$ cat config.mk
export PLATFORM = sky130hd
export DESIGN_NAME = if_prefetch_queue
export DESIGN_NICKNAME = d
export VERILOG_FILES = /design/src/rtl/if_prefetch_queue.sv
export SDC_FILE = /design/constraint.sdc
export NUM_CORES = 1
export LEC_CHECK = 0
export ABC_CLOCK_PERIOD_IN_PS = 13500
export CORE_MARGIN = 3
export CORE_UTILIZATION = 40
export CTS_CLUSTER_SIZE = 40
export DETAILED_ROUTE_END_ITERATION = 8
export DONT_BUFFER_PORTS = 1
export GPL_TIMING_DRIVEN = 0
export HOLD_SLACK_MARGIN = 0.06
export PLACE_DENSITY = 0.5
export SLEW_MARGIN = 10
export SYNTH_ARGS = -nofsm -noshare
export SYNTH_HDL_FRONTEND = slang
export SYNTH_SLANG_ARGS = --single-unit
$ cat constraint.sdc
create_clock -name clk -period 13.5 [get_ports clk]
set_clock_uncertainty 0.15 [all_clocks]
set_input_delay 1.35 -clock clk [delete_from_list [all_inputs] [get_ports clk]]
set_output_delay 1.35 -clock clk [all_outputs]
set_load 0.03 [all_outputs]
$ cat src/rtl/if_prefetch_queue.sv
// Sequential instruction prefetch into a small {pc, instr} FIFO feeding
// decode; a taken branch flushes the queue and restarts fetch at the target.
module if_prefetch_queue #(
  parameter int          DEPTH    = 4,
  parameter logic [31:0] RESET_PC = 32'h0000_0000,
  localparam int         AW       = $clog2(DEPTH),
  localparam int         CW       = $clog2(DEPTH + 1)
) (
  input  logic          clk,
  input  logic          rst,
  output logic          mem_req,
  output logic [31:0]   mem_addr,
  input  logic          mem_ack,
  input  logic [31:0]   mem_rdata,
  input  logic          redirect,
  input  logic [31:0]   redirect_pc,
  input  logic          inst_ready,
  output logic          inst_valid,
  output logic [31:0]   inst,
  output logic [31:0]   pc_out,
  output logic [31:0]   pc_4_out,
  output logic [CW-1:0] count
);
  typedef enum logic [1:0] {IDLE, REQ, DROP} state_t;

  localparam logic [CW-1:0] FULL = CW'(DEPTH);

  state_t        state_q, state_d;
  logic [31:0]   fetch_pc_q, fetch_pc_d;
  logic [31:0]   hold_pc_q, hold_pc_d;
  logic [AW-1:0] wptr_q, wptr_d;
  logic [AW-1:0] rptr_q, rptr_d;
  logic [CW-1:0] count_q, count_d;
  logic [31:0]   pc_q  [DEPTH];
  logic [31:0]   pc_d  [DEPTH];
  logic [31:0]   ins_q [DEPTH];
  logic [31:0]   ins_d [DEPTH];
  logic          push, pop, valid;
  logic [31:0]   target;
  logic          unused_rpc;

  assign target     = {redirect_pc[31:2], 2'b00};
  assign unused_rpc = ^redirect_pc[1:0];
  assign valid      = count_q != '0;
  assign push       = state_q == REQ && mem_ack && !redirect;
  assign pop        = valid && inst_ready && !redirect;

  always_ff @(posedge clk or posedge rst) begin
    if (rst) begin
      state_q    <= IDLE;
      fetch_pc_q <= RESET_PC;
      hold_pc_q  <= RESET_PC;
      wptr_q     <= '0;
      rptr_q     <= '0;
      count_q    <= '0;
      for (int i = 0; i < DEPTH; i++) begin
        pc_q[i]  <= '0;
        ins_q[i] <= '0;
      end
    end else begin
      state_q    <= state_d;
      fetch_pc_q <= fetch_pc_d;
      hold_pc_q  <= hold_pc_d;
      wptr_q     <= wptr_d;
      rptr_q     <= rptr_d;
      count_q    <= count_d;
      for (int i = 0; i < DEPTH; i++) begin
        pc_q[i]  <= pc_d[i];
        ins_q[i] <= ins_d[i];
      end
    end
  end

  // The abandoned request keeps its address on the bus until its ack.
  always_comb begin
    fetch_pc_d = fetch_pc_q;
    hold_pc_d  = hold_pc_q;
    wptr_d     = wptr_q;
    rptr_d     = rptr_q;
    count_d    = count_q;
    pc_d       = pc_q;
    ins_d      = ins_q;
    if (state_q == REQ && redirect && !mem_ack)
      hold_pc_d = fetch_pc_q;
    if (redirect) begin
      fetch_pc_d = target;
      wptr_d     = '0;
      rptr_d     = '0;
      count_d    = '0;
    end else begin
      if (push) begin
        pc_d[wptr_q]  = fetch_pc_q;
        ins_d[wptr_q] = mem_rdata;
        wptr_d        = wptr_q + AW'(1);
        fetch_pc_d    = fetch_pc_q + 32'd4;
      end
      if (pop)
        rptr_d = rptr_q + AW'(1);
      if (push && !pop)
        count_d = count_q + CW'(1);
      else if (pop && !push)
        count_d = count_q - CW'(1);
    end
  end

  always_comb begin
    state_d = state_q;
    unique case (state_q)
      IDLE:
        if (count_q < FULL && !redirect)
          state_d = REQ;
      REQ:
        if (redirect)
          state_d = mem_ack ? IDLE : DROP;
        else if (mem_ack)
          state_d = (count_d < FULL) ? REQ : IDLE;
      DROP:
        if (mem_ack)
          state_d = IDLE;
      default:
        state_d = IDLE;
    endcase
  end

  always_comb begin
    mem_req    = state_q == REQ || state_q == DROP;
    mem_addr   = (state_q == DROP) ? hold_pc_q : fetch_pc_q;
    inst_valid = valid;
    inst       = valid ? ins_q[rptr_q] : '0;
    pc_out     = valid ? pc_q[rptr_q] : '0;
    pc_4_out   = valid ? pc_q[rptr_q] + 32'd4 : '0;
    count      = count_q;
  end
endmodule

==> flow_metrics.tcl <==
set metrics [dict create \
    rsz0062_at_grt "false" \
    die_y_um 204 \
    clockPowerShare 0.257 \
    async_flop_share 1.00 \
    cp-start-kind "flip-flop" \
    core_sq_um 38200 \
    synth_edf_count 0 \
    multi_input_area_sq_um 7280 \
    drcViolationCount 0 \
    max_clock_freq_mhz 178 \
    worstSetupPathType "reg2out" \
    root_buffer "clkbuf_16" \
    final.period_utilization 0.417 \
    cts_tree "built" \
    p_int_uw 2500 \
    worst_ep_arrival_time_ns 4.13 \
    cellLeakagePower_uw 0.00780 \
    critPathMaxFanout 10 \
    wl_per_cell_um 23.5 \
    dp_cells 1742 \
    finalNetCount 1352 \
    final_antenna_net_count 0 \
    drv_slew 0 \
    num_rows 71 \
    syn_inst 1223 \
    layout-drive-gt1-share 0.322 \
    place.gp.congestion 0.765 \
    io_pins 202 \
    hold_start "pc_q[52]" \
    grt_usage 0.208 \
    wl_mm 42.5 \
    rrSetupSlack_ns 10.19 \
    grt_overflow 0 \
    via_per_inst 5.43 \
    cts_max_level 2 \
    p_per_area_nw_per_um2 227 \
    clk_path_buf_depth 3 \
    grt_pass1_vias 10400 \
    power_frac_seq 0.354 \
    min_path_cells 2 \
    post-cts-setup-buffers 0 \
    setup_viol 0 \
    start_util 0.411 \
    numCtsBuffers 38 \
    ys_seq_area_frac 0.505 \
    r2r-end "rptr_q[1]" \
    fillerInstances 3484 \
    syn_to_final_growth_pct 12.8 \
    cts_resized 0 \
    regArea_sq_um 7930 \
    dr.pass1.iters 4 \
    layout_common_cells "dfrtp_1, mux2_2, nand2_1" \
    io_buffers 0 \
    tightest_slew_ns 1.41 \
    synth_area_sq_um 15700 \
    ys_seq_elements 317 \
    endpoint_kind "primary output" \
    r2r-start "count[1]" \
    fin_crit_ns 5.63 \
    cts_hold_buf 0 \
    cap_violations 0 \
    holdPathEnd "pc_q[52]" \
    grt_pass1_wl_mm 65.3 \
    ir_drop_uv 139 \
    maxSlewHeadroom 0.0469 \
    sw_frac_of_total 0.377 \
    die_w_um 204 \
    r2r_cells 8 \
    grt_max_degree 101 \
    post-route-util 0.464 \
    p_comb_frac 0.390 \
    path_clk_slew_ns 0.06 \
    clkSinkCount 317 \
    outcome "complete, no violations" \
    stdcell_count 1810 \
    drtIter0Drc 413 \
    die-area_sq_um 41700 \
    dr_total_vias 9837 \
    ys.flop_type "dfrtp_1" \
    hold_viol 0 \
    clock_latency_ns 0.54 \
    mostFrequentLayoutCell "dfrtp_1" \
    p_sw_uw 1520 \
    antenna_found_initial 1 \
    power_uw 4020 \
    synth.distinct_cells 49 \
    avgSynthCellArea_sq_um 12.8 \
    dp_hpwl_mm 30.0 \
    critPathRequiredTime_ns 12.00 \
    hp-class "reg2reg" \
    ys_warn_count 0 \
]
==> cells in the mapped netlist, types with 2 or more instances <==
master      n  share of area
a21oi_1     6         0.0019
a31oi_1     2        0.00080
and2_1     66          0.026
and3_1      8         0.0032
and4_1      9         0.0050
buf_1       9         0.0021
buf_2       6         0.0019
buf_4       8         0.0038
buf_6       3         0.0021
clkbuf_1   73          0.017
dfrtp_1   317           0.50
ha_1       12         0.0096
inv_1      19         0.0045
mux2_1     10         0.0072
mux2_2    281           0.20
mux2i_1     2         0.0013
mux4_1     12          0.020
mux4_2     49          0.070
nand2_1    89          0.021
nand2b_1    3         0.0012
nand3_1    24         0.0076
nand4_1    12         0.0048
nand4b_1    2         0.0011
nor2_1     39         0.0093
nor2b_1     3         0.0012
nor3_1     11         0.0035
nor4_1     14         0.0056
nor4_2      3         0.0024
o21ai_0    68          0.022
o31a_1      2         0.0011
or4_1       2        0.00096
xnor2_1    31          0.017
xor2_1     12         0.0067
==> worst max path at each step <==
| stage | end | start | slack, ns | depth (start not counted) |
|---|---|---|---|---|
| finish | pc_4_out[31] | count[1] | 7.87 | 7 |
| global route | pc_4_out[31] | count[1] | 7.67 | 7 |
| CTS | pc_4_out[31] | count[1] | 7.83 | 7 |
| detailed placement | pc_4_out[31] | count[1] | 8.43 | 7 |
| global placement | pc_q[86] | rst | -0.92 | 1 |
| floorplan | count[0] | rst | 3.23 | 1 |
==> layout make-up <==
class                   instances  area share
inverters                      19     0.00445
flip-flops and latches        317       0.447
clock inverters                 8     0.00529
plain buffers                 100      0.0255
diodes                          1    0.000141
repair buffers                  3     0.00466
well taps                     511      0.0361
multi-input cells             792       0.410
clock buffers                  59      0.0662
==> kinds of logic (layout without fill, tap and decap cells) <==
logic type,Yosys count,after routing,synth area share
mux,355,355,0.302
flops,317,317,0.505
simple gates,294,294,0.0988
buf+inv,119,189,0.0333
compound gates,82,82,0.0276
xor+xnor,43,43,0.0240
fa+ha+maj,12,12,0.00955
other cells,1,7,0.000239
==> through the flow <==
stage / hold slack, ns / area (sq um) / worst slack [ns] / setup TNS, ns
final: 0.325 / 17700 / 7.87 / 0
after global routing: 0.353 / 17700 / 7.67 / 0
after CTS: 0.331 / 17700 / 7.83 / 0
after detailed placement: 0.318 / 16500 / 8.43 / 0
after global placement: 0.308 / 16400 / -0.921 / -280.76
after floorplan: 0.292 / 15700 / 3.23 / 0
==> worst max-delay path: stages (launching register included) <==
cell and delay [ns]:
dfrtp_1 0.56, inv_1 0.18, ha_1 0.17, nor2b_1 0.71, inv_1 0.46, clkbuf_1 0.52, and2_1 0.46, mux2_1 0.53
==> registers in the layout, summed over array words and instances (netlist names) <==
signal / flops
pc_q: 120
ins_q: 128
hold_pc_q: 30
count: 3
fetch_pc_q: 30
wptr_q: 2
rptr_q: 2
state_q: 2
==> per-layer routing <==
layer	global-route usage	wire length, um
met4	0.0632	1160
met1	0.273	18400
met5	0	0
met2	0.340	20300
met3	0.0530	2570
==> power groups by stage <==
stage | Clock (uW) | Sequential [uW] | Combinational (uW)
2_1_floorplan | 0 | 1390 | 1290
3_3_place_gp | 0 | 1430 | 1570
3_5_place_dp | 0 | 1440 | 1590
4_1_cts | 1070 | 1420 | 1590
5_1_grt | 1100 | 1460 | 1700
6_report | 1030 | 1420 | 1570
No activity file was read; power rests on OpenSTA's default activity.
